===== config.mk =====
export PLATFORM = sky130hd
export DESIGN_NAME = align_shift_seq_flat
export DESIGN_NICKNAME = d
export VERILOG_FILES = /design/src/rtl/align_shift_seq_if.sv /design/src/rtl/align_shift_seq.sv /design/src/flat_wrapper.sv
export SDC_FILE = /design/constraint.sdc
export NUM_CORES = 1
export LEC_CHECK = 0
export CORE_ASPECT_RATIO = 1.1
export CORE_UTILIZATION = 55
export DETAILED_ROUTE_END_ITERATION = 12
export PLACE_DENSITY = 0.82
export SETUP_SLACK_MARGIN = 0.1
export SLEW_MARGIN = 5
export SYNTH_ARGS = -nofsm -noshare
export SYNTH_HDL_FRONTEND = slang
export SYNTH_SLANG_ARGS = --single-unit

===== constraint.sdc =====
create_clock -name clk -period 4.35 [get_ports clk]
set_clock_uncertainty 0.2 [all_clocks]
set_input_delay 1.305 -clock clk [delete_from_list [all_inputs] [get_ports clk]]
set_output_delay 1.305 -clock clk [all_outputs]
set_load 0.02 [all_outputs]

===== src/rtl/align_shift_seq_if.sv =====
// Request/result handshake bundle for the iterative alignment shifter.
// The master drives requests and accepts results; the slave is the shifter.
interface align_shift_seq_if #(
    parameter int WIDTH = 24,
    parameter int AMT_W = 8
);
    logic             in_valid;
    logic             in_ready;
    logic [WIDTH-1:0] in_data;
    logic [AMT_W-1:0] in_amt;
    logic             in_dir;
    logic             out_valid;
    logic             out_ready;
    logic [WIDTH-1:0] out_data;
    logic             out_sticky;

    modport master (
        output in_valid, in_data, in_amt, in_dir, out_ready,
        input  in_ready, out_valid, out_data, out_sticky
    );

    modport slave (
        input  in_valid, in_data, in_amt, in_dir, out_ready,
        output in_ready, out_valid, out_data, out_sticky
    );
endinterface


===== src/rtl/align_shift_seq.sv =====
// Iterative mantissa alignment/normalisation shifter: up to 7 positions per cycle
// through one narrow mux stage, with a sticky bit accumulated on right shifts.
module align_shift_seq #(
    parameter int WIDTH = 24,
    parameter int AMT_W = 8
) (
    input  logic                clk,
    input  logic                rst,
    input  logic                flush,
    align_shift_seq_if.slave    bus,
    output logic [3:0]          mux_sel,
    output logic                busy
);
    localparam int RW = $clog2(WIDTH + 1);

    typedef enum logic [1:0] {
        ST_IDLE  = 2'd0,
        ST_SHIFT = 2'd1,
        ST_DONE  = 2'd2
    } state_t;

    state_t           state_r, state_nxt_s;
    logic [WIDTH-1:0] data_r, data_nxt_s;
    logic             sticky_r, sticky_nxt_s;
    logic             dir_r, dir_nxt_s;
    logic [RW-1:0]    rem_r, rem_nxt_s;
    logic [RW-1:0]    amt_clamp_s;
    logic [2:0]       step_s;
    logic [WIDTH-1:0] lost_s;

    logic             in_ready_r, out_valid_r, busy_r;
    logic [3:0]       mux_sel_r;
    logic             in_ready_nxt_s, out_valid_nxt_s, busy_nxt_s;
    logic [3:0]       mux_sel_nxt_s;

    // One stage reaches at most 7 positions; the remainder is carried to later cycles.
    function automatic logic [2:0] step_of(input logic [RW-1:0] rem);
        if (rem > RW'(3'd7)) begin
            return 3'd7;
        end else begin
            return rem[2:0];
        end
    endfunction

    // State register
    always_ff @(posedge clk or posedge rst) begin
        if (rst) begin
            state_r <= ST_IDLE;
        end else begin
            state_r <= state_nxt_s;
        end
    end

    // Datapath registers: working mantissa, sticky, direction and remaining amount
    always_ff @(posedge clk or posedge rst) begin
        if (rst) begin
            data_r   <= '0;
            sticky_r <= 1'b0;
            dir_r    <= 1'b0;
            rem_r    <= '0;
        end else begin
            data_r   <= data_nxt_s;
            sticky_r <= sticky_nxt_s;
            dir_r    <= dir_nxt_s;
            rem_r    <= rem_nxt_s;
        end
    end

    // Next-state and datapath update; flush overrides everything else
    always_comb begin
        state_nxt_s  = state_r;
        data_nxt_s   = data_r;
        sticky_nxt_s = sticky_r;
        dir_nxt_s    = dir_r;
        rem_nxt_s    = rem_r;
        step_s       = step_of(rem_r);
        lost_s       = data_r & ~({WIDTH{1'b1}} << step_s);
        // Anything at or beyond the mantissa width shifts every bit out.
        if (bus.in_amt >= AMT_W'(WIDTH)) begin
            amt_clamp_s = RW'(WIDTH);
        end else begin
            amt_clamp_s = RW'(bus.in_amt);
        end

        if (flush) begin
            state_nxt_s = ST_IDLE;
        end else begin
            case (state_r)
                ST_IDLE: begin
                    if (bus.in_valid && in_ready_r) begin
                        data_nxt_s   = bus.in_data;
                        dir_nxt_s    = bus.in_dir;
                        sticky_nxt_s = 1'b0;
                        rem_nxt_s    = amt_clamp_s;
                        if (amt_clamp_s == '0) begin
                            state_nxt_s = ST_DONE;
                        end else begin
                            state_nxt_s = ST_SHIFT;
                        end
                    end else begin
                        state_nxt_s = ST_IDLE;
                    end
                end
                ST_SHIFT: begin
                    if (dir_r) begin
                        data_nxt_s = data_r << step_s;
                    end else begin
                        data_nxt_s   = data_r >> step_s;
                        sticky_nxt_s = sticky_r | (|lost_s);
                    end
                    rem_nxt_s = rem_r - RW'(step_s);
                    if (rem_nxt_s == '0) begin
                        state_nxt_s = ST_DONE;
                    end else begin
                        state_nxt_s = ST_SHIFT;
                    end
                end
                ST_DONE: begin
                    if (bus.out_ready) begin
                        state_nxt_s = ST_IDLE;
                    end else begin
                        state_nxt_s = ST_DONE;
                    end
                end
                default: begin
                    state_nxt_s = ST_IDLE;
                end
            endcase
        end
    end

    // Output decode of the upcoming state, so the flops below present it in that state
    always_comb begin
        in_ready_nxt_s  = 1'b0;
        out_valid_nxt_s = 1'b0;
        busy_nxt_s      = 1'b0;
        mux_sel_nxt_s   = 4'b0000;
        case (state_nxt_s)
            ST_IDLE: begin
                in_ready_nxt_s = 1'b1;
            end
            ST_SHIFT: begin
                busy_nxt_s    = 1'b1;
                mux_sel_nxt_s = {dir_nxt_s, step_of(rem_nxt_s)};
            end
            ST_DONE: begin
                busy_nxt_s      = 1'b1;
                out_valid_nxt_s = 1'b1;
            end
            default: begin
                in_ready_nxt_s = 1'b0;
            end
        endcase
    end

    // Output registers; in_ready reflects the IDLE state held by reset
    always_ff @(posedge clk or posedge rst) begin
        if (rst) begin
            in_ready_r  <= 1'b1;
            out_valid_r <= 1'b0;
            busy_r      <= 1'b0;
            mux_sel_r   <= 4'b0000;
        end else begin
            in_ready_r  <= in_ready_nxt_s;
            out_valid_r <= out_valid_nxt_s;
            busy_r      <= busy_nxt_s;
            mux_sel_r   <= mux_sel_nxt_s;
        end
    end

    assign bus.in_ready   = in_ready_r;
    assign bus.out_valid  = out_valid_r;
    assign bus.out_data   = data_r;
    assign bus.out_sticky = sticky_r;
    assign mux_sel        = mux_sel_r;
    assign busy           = busy_r;
endmodule


===== src/flat_wrapper.sv =====
// flat-port wrapper written by rule: the top's interface ports become plain ports
module align_shift_seq_flat 
#(
    parameter int WIDTH = 24,
    parameter int AMT_W = 8
)
  (clk, rst, flush, mux_sel, busy, bus_in_valid, bus_in_data, bus_in_amt, bus_in_dir, bus_out_ready, bus_in_ready, bus_out_valid, bus_out_data, bus_out_sticky);
  align_shift_seq_if #(.WIDTH(WIDTH), .AMT_W(AMT_W)) bus_i ();
  input  logic clk;
  input  logic rst;
  input  logic flush;
  output logic [3:0] mux_sel;
  output logic busy;
  input wire logic [$bits(bus_i.in_valid)-1:0] bus_in_valid;
  input wire logic [$bits(bus_i.in_data)-1:0] bus_in_data;
  input wire logic [$bits(bus_i.in_amt)-1:0] bus_in_amt;
  input wire logic [$bits(bus_i.in_dir)-1:0] bus_in_dir;
  input wire logic [$bits(bus_i.out_ready)-1:0] bus_out_ready;
  output wire logic [$bits(bus_i.in_ready)-1:0] bus_in_ready;
  output wire logic [$bits(bus_i.out_valid)-1:0] bus_out_valid;
  output wire logic [$bits(bus_i.out_data)-1:0] bus_out_data;
  output wire logic [$bits(bus_i.out_sticky)-1:0] bus_out_sticky;
  assign bus_i.in_valid = bus_in_valid;
  assign bus_i.in_data = bus_in_data;
  assign bus_i.in_amt = bus_in_amt;
  assign bus_i.in_dir = bus_in_dir;
  assign bus_i.out_ready = bus_out_ready;
  assign bus_in_ready = bus_i.in_ready;
  assign bus_out_valid = bus_i.out_valid;
  assign bus_out_data = bus_i.out_data;
  assign bus_out_sticky = bus_i.out_sticky;
  align_shift_seq #(.WIDTH(WIDTH), .AMT_W(AMT_W)) u_core (.clk(clk), .rst(rst), .flush(flush), .bus(bus_i), .mux_sel(mux_sel), .busy(busy));
endmodule

==> results.yml, run 1 <==
outcome:
  run_status: "finished clean"
critical_path:
  timing.critical_path.fanout_max: 20
  setup.worst_path.class: "primary input to register"
  ff2ff_path_depth: 8
  setup.reg_to_reg.worst_slack_ns: 1.28
  crit_path_start_kind: "primary input"
  cp_startpoint: "flush"
  crit-reg2reg-launch: "u_core.rem_r[4]$_DFF_PP0_"
  critPathArrivalTime_ns: 3.46
  worst_setup_path_end_kind: "register"
  worst_r2r_endpoint: "u_core.mux_sel[3]$_DFF_PP0_"
  critPathRequiredTime_ns: 4.39
global_routing:
  grt_start_max_net_pins: 45
  number_of_antenna_violations_at_the_first_check_in_global_routing: 0
  global_route_wire_length_before_repair_um: 24700
  groute.usage.overall_pct: 40.0
  overflow: 0
  via_count_of_the_first_global_routing_pass: 4461
pwr:
  ir_worst_vdd_uv: 496
  reported_leakage_power_nw: 1.87
  pwr-share-comb_pct: 67.0
  p_switching_mw: 2.44
  powerDensity_mw_per_mm2: 869
  clock_power_share_pct: 8.0
  switching_share_pct: 56.8
  power.internal_mw: 1.86
  seqPwrFrac_pct: 25.0
place:
  dp_hpwl_um: 10900
  place.gp.congestion: 0.987
  port_buffers: 69
  placedInstanceArea_sq_mm: 0.00483
  post-place-cells: 690
logic_synthesis:
  synth_nets: 605
  netlist_area_before_placement_sq_mm: 0.00424
  synth.yosys.seq_area_share_pct: 23.6
  synth-main-ff-cell: "dfrtp_1"
  synth_area_per_cell_sq_um: 7.53
  postSynthCellCount: 563
  number_of_enable_type_register_cells_in_the_synthesized_netlist: 0
  yosysUniqueCellTypes: 74
  synth_seq_cells: 40
  yosysWarningCount: 0
  synthArstFlopShare_pct: 100
min_path:
  hold_path.startpoint: "u_core.bus.out_sticky$_DFFE_PP0P_"
  worst_hold_path.endpoint: "u_core.bus.out_sticky$_DFFE_PP0P_"
  hold_class: "register to register"
  worst_hold_path.num_cells: 2
clocking:
  clock_latency_on_the_worst_skew_pair_ns: 0.32
  cts_repair_resize_count: 0
  clock_sink_count: 40
  cts_hold_buffers: 0
  cts_setup_buffers: 0
  clk_pin_slew_ns: 0.10
  cts.root.buffer_cell: "clkbuf_8"
  tritoncts.num_buffers: 5
  h-tree-depth: 2
  tritoncts_clock_tree: "yes"
  cts.path.max_buffers: 2
layout:
  num_antenna_cells: 0
  drive_above_1_share_pct: 9.44
  flow.area_growth_from_synthesis_pct: 16.8
  fin_nets: 634
  final_instance_count_without_filler_cells: 698
  final_design_area_no_fill_sq_mm: 0.00495
detailed_routing:
  vias_per_cell: 7.23
  wl_per_cell_um: 22.8
  route.top_layer_used: "met4"
  drtPass1Iterations: 6
  wl_met3_um: 2000
  initialDrtViolationCount: 872
  routed-wl-met2_um: 6930
  finalWirelength_um: 15900
  remaining_drc_errors: 0
  m1WireLength_um: 6100
  route.vias.total: 5046
  ant_nets: 0
die:
  dieArea_sq_mm: 0.00806
  initial_core_util_pct: 56.7
  placeableCoreArea_sq_mm: 0.00747
  io_pins: 70
  die_width_um: 85.7
  dieHeight_um: 94.1
  std_cell_rows: 33
timing:
  finalCritPeriodShare_pct: 78.6
  final_hold_viol_count: 0
  period_minus_slack_ns: 3.42
  final_max_slew_viol_count: 0
  setup-violations-final: 0
  max_freq_ghz: 0.292
  timing.slew.headroom_pct: 25.8
  fin_setup_tns_ns: 0
  worst_pin_slew_ns: 1.11
  rsz0062_at_grt: "false"
job:
  count_of_maximum_capacitance_violations: 0
## worst max-delay path by stage
stage | end | slack (ns) | cells after the start
detailed placement | u_core.bus.out_data[12]$_DFFE_PP0P_ | 0.69 | 6
CTS | u_core.bus.out_data[12]$_DFFE_PP0P_ | 0.99 | 6
floorplan | u_core.busy$_DFF_PP0_ | 1.35 | 5
global placement | u_core.bus.out_data[12]$_DFFE_PP0P_ | 0.71 | 7
finish | u_core.bus.out_data[12]$_DFFE_PP0P_ | 0.93 | 6
global route | u_core.bus.out_data[12]$_DFFE_PP0P_ | 0.86 | 7
## placed cells by master, fill, tap and decap left out, types with 6 or more instances in the layout
cell type | synthesis | routed
clkdlybuf4s50_1 | 0 | 69
nor2_1 | 58 | 58
nand2_1 | 50 | 50
a21oi_1 | 46 | 46
dfrtp_1 | 39 | 38
o21ai_0 | 37 | 37
o22ai_1 | 23 | 23
a31oi_1 | 20 | 20
mux2i_1 | 18 | 18
nand3_1 | 17 | 17
nor4_1 | 15 | 15
nor3_1 | 14 | 14
buf_4 | 9 | 13
nor2b_1 | 12 | 12
nand2b_1 | 10 | 10
a211oi_1 | 10 | 10
or3_1 | 8 | 8
inv_1 | 8 | 8
a22oi_1 | 8 | 8
mux2_2 | 7 | 7
or4_1 | 6 | 6
## registers in the layout, indices dropped and copies added (netlist names), 2 cells and up
signal and count:
u_core.rem_r 5, u_core.state_r 2, u_core.mux_sel 4, u_core.bus.out_data 24
## critical path: stages
cell	delay, ns
clkdlybuf4s50_1	0.49
or3b_2	0.74
nor2_1	0.48
o21a_1	0.22
nand3_1	0.09
o211ai_1	0.13
## power by group through the flow
stage | combinational (mW) | clock (mW) | sequential, mW
after floorplan | 2.09 | 0 | 0.878
after global placement | 2.74 | 0 | 1.05
after detailed placement | 2.77 | 0 | 1.05
after CTS | 2.79 | 0.340 | 1.04
after global routing | 3.06 | 0.348 | 1.10
final | 2.88 | 0.343 | 1.08
## cells in the mapped netlist, types with 3 or more instances
library cell	number	share of area, %
a21oi_1	46	5.4
o31ai_1	3	0.53
o2111ai_1	3	0.62
nand2_1	50	4.4
nor4_1	15	2.2
o311ai_0	3	0.62
buf_6	8	2.1
buf_4	9	1.6
a221oi_2	3	1.1
nor3_1	14	1.7
dfrtp_1	39	23
a211oi_2	4	1.2
o211ai_1	5	0.89
o22ai_1	23	3.4
ha_1	4	1.2
nand3_1	17	2.0
nand2b_1	10	1.5
a22oi_1	8	1.4
a221oi_1	5	1.0
clkbuf_1	23	2.0
nor2b_1	12	1.8
o21ai_0	37	4.4
or4_1	6	1.1
nor2_1	58	5.1
inv_1	8	0.71
a31oi_1	20	3.0
or3_1	8	1.2
buf_2	19	2.2
nand3b_1	4	0.71
mux2i_1	18	4.3
and2_1	4	0.59
mux2_2	7	1.9
a211oi_1	10	1.8
o21a_1	5	0.89
## layer usage
| metal | global-route usage [%] | vias up |
|---|---|---|
| met5 | 0 | - |
| met4 | 19.3 | 0 |
| met3 | 7.73 | 97 |
| met2 | 60.5 | 426 |
| met1 | 54.5 | 2340 |
| li1 | - | 2183 |
## cell type report
cell class,instances,area (sq um)
multi-input cells,453,2860
fillers,655,2520
flip-flops and latches,40,1000
repair buffers,83,808
well taps,105,131
clock buffers,5,68.8
clock inverters,3,46.3
inverters,9,33.8
## through the flow
step / hold slack [ns] / power [mW] / setup WS [ns] / util, %
after floorplan: 0.416 / 2.97 / 1.35 / -
after global placement: 0.355 / 3.78 / 0.711 / 64.7
after detailed placement: 0.365 / 3.82 / 0.687 / 64.7
after CTS: 0.411 / 4.17 / 0.994 / 66.2
after global routing: 0.452 / 4.51 / 0.859 / 66.2
final: 0.422 / 4.30 / 0.929 / 66.2
## logic make-up after synthesis
group,count (synthesis),share of synthesized area (%)
xor+xnor,1,0.207
compound gates,207,33.6
buf+inv,70,9.00
fa+ha+maj,4,1.18
simple gates,215,25.9
mux,26,6.47
flops,40,23.6
(Power assumes the default switching activity.)
==> run 2, diff against run 1 <==
==> constraint.sdc (replaced) <==
create_clock -name clk -period 3.4 [get_ports clk]
set_clock_uncertainty 0.2 [all_clocks]
set_input_delay 1.02 -clock clk [delete_from_list [all_inputs] [get_ports clk]]
set_output_delay 1.02 -clock clk [all_outputs]
set_load 0.02 [all_outputs]
==> results.yml, run 2 (synthesis gave the netlist of run 1 again) <==
layout:
  mostFrequentLayoutCell: "clkdlybuf4s50_1"
  layout.cells.most_common_list: "69 x clkdlybuf4s50_1, 58 x nor2_1, 50 x nand2_1, 46 x a21oi_1, 38 x dfrtp_1"
  final_instance_count_without_filler_cells: 711
  largest_register_ff_count: 24
  fin_nets: 647
  num_antenna_cells: 0
  flow.area_growth_from_synthesis_pct: 18.7
  drive_above_1_share_pct: 11.4
  fillcell_total: 658
clocking:
  clock_latency_on_the_worst_skew_pair_ns: 0.31
  h-tree-depth: 2
  clk_pin_slew_ns: 0.09
  cts.path.max_buffers: 2
  tritoncts_clock_tree: "yes"
  cts_hold_buffers: 0
  cts_repair_resize_count: 0
  cts.root.buffer_cell: "clkbuf_8"
  clock_sink_count: 40
  tritoncts.num_buffers: 5
  cts_setup_buffers: 0
timing:
  rsz0062_at_grt: "false"
  final_max_slew_viol_count: 0
  finalCritPeriodShare_pct: 87.7
  period_minus_slack_ns: 2.98
  final_hold_viol_count: 0
  worst_pin_slew_ns: 0.802
  fin_setup_tns_ns: 0
  timing.slew.headroom_pct: 46.6
  setup-violations-final: 0
  max_freq_ghz: 0.335
die:
  initial_core_util_pct: 56.7
  dieHeight_um: 94.1
  placeableCoreArea_sq_mm: 0.00747
  io_pins: 70
  std_cell_rows: 33
  die_width_um: 85.7
  dieArea_sq_mm: 0.00806
place:
  port_buffers: 69
  place.gp.congestion: 0.968
  dp_hpwl_um: 11100
  post-place-cells: 703
detailed_routing:
  route.vias.total: 5039
  ant_nets: 0
  wl_per_cell_um: 22.5
  vias_per_cell: 7.09
  initialDrtViolationCount: 687
  remaining_drc_errors: 0
  drtPass1Iterations: 6
  finalWirelength_um: 16000
critical_path:
  worst_setup_path_end_kind: "register"
  setup.worst_path.class: "primary input to register"
  ff2ff_path_depth: 8
  crit_path_start_kind: "primary input"
  critPathRequiredTime_ns: 3.40
  timing.critical_path.fanout_max: 4
  critPathArrivalTime_ns: 2.99
min_path:
  hold_class: "register to register"
  worst_hold_path.num_cells: 2
pwr:
  reported_leakage_power_nw: 1.92
  powerDensity_mw_per_mm2: 1100
  ir_worst_vdd_uv: 472
global_routing:
  grt_start_max_net_pins: 46
  number_of_antenna_violations_at_the_first_check_in_global_routing: 0
  groute.usage.overall_pct: 40.0
  overflow: 0
  global_route_wire_length_before_repair_um: 24600
  via_count_of_the_first_global_routing_pass: 4572
outcome:
  run_status: "finished clean"
job:
  count_of_maximum_capacitance_violations: 0
run 2: cell types whose count changed in the layout (fill, tap and decap cells not counted):
cell,delta
inv_6,-1
buf_4,+13
clkbuf_8,+1
clkinvlp_4,+1
bufinv_16,-1
run 2: critical path, cell delays in order:
cell and delay, ns:
clkdlybuf4s50_1 0.40, or3_1 0.42, nor2_1 0.16, nand2_1 0.10
o31ai_1 0.28, a22oi_1 0.15, ha_1 0.29, and2_1 0.17
run 2: layout make-up:
cell class / count / area [sq um] / area share, %
clock buffer: 6 / 82.6 / 1.64
clock inverter: 2 / 15.0 / 0.299
inverter: 9 / 33.8 / 0.672
multi-input combinational: 453 / 2860 / 56.8
sequential: 40 / 1000 / 20.0
tap: 105 / 131 / 2.61
timing repair buffer: 96 / 906 / 18.0
run 2: metal layers:
layer	global-route usage, %	wire, um	up-vias
li1	-	-	2207
met2	61.2	7160	435
met3	7.03	2000	89
met1	53.5	5890	2308
met5	0	0	-
met4	21.9	921	0
run 2: worst paths after layout:
| path | startpoint | to | slack, ns |
|---|---|---|---|
| worst max-delay path | bus_in_amt[7] | u_core.mux_sel[3]$_DFF_PP0_ | 0.42 |
| worst min-delay path | u_core.bus.out_sticky$_DFFE_PP0P_ | u_core.bus.out_sticky$_DFFE_PP0P_ | 0.41 |
| worst max register to register | u_core.rem_r[3]$_DFF_PP0_ | u_core.mux_sel[3]$_DFF_PP0_ | 0.56 |
| worst min register to register | u_core.bus.out_sticky$_DFFE_PP0P_ | u_core.bus.out_sticky$_DFFE_PP0P_ | 0.41 |
| max in group asynchronous | rst | u_core.rem_r[1]$_DFF_PP0_ | 1.64 |
| min in group asynchronous | rst | u_core.bus.out_data[13]$_DFFE_PP0P_ | 0.93 |
run 2: through the flow:
step	utilization (%)	setup slack, ns	area, sq um	hold WS (ns)	total power [mW]
after detailed placement	66.0	0.127	4930	0.365	4.99
after CTS	67.3	0.446	5030	0.388	5.37
after floorplan	-	0.680	4240	0.416	3.79
after global placement	66.0	0.229	4930	0.357	4.93
after global routing	67.3	0.273	5030	0.414	5.81
final	67.3	0.417	5030	0.411	5.52
run 2: power by group:
part           leakage, nW  switching [mW]  internal (mW)
Sequential           0.490           0.551          0.692
Clock               0.0434           0.206          0.165
Combinational         1.39            2.35           1.55
==> run 3, diff against run 2 <==
--- a/config.mk
+++ b/config.mk
@@ -7,6 +7,7 @@
 export LEC_CHECK = 0
 export CORE_ASPECT_RATIO = 1.1
 export CORE_UTILIZATION = 55
+export CTS_CLUSTER_DIAMETER = 80
 export DETAILED_ROUTE_END_ITERATION = 12
 export PLACE_DENSITY = 0.82
 export SETUP_SLACK_MARGIN = 0.1
==> results of run 3 <==
The final DEF is identical to that of run 2; final timing and power are the same.
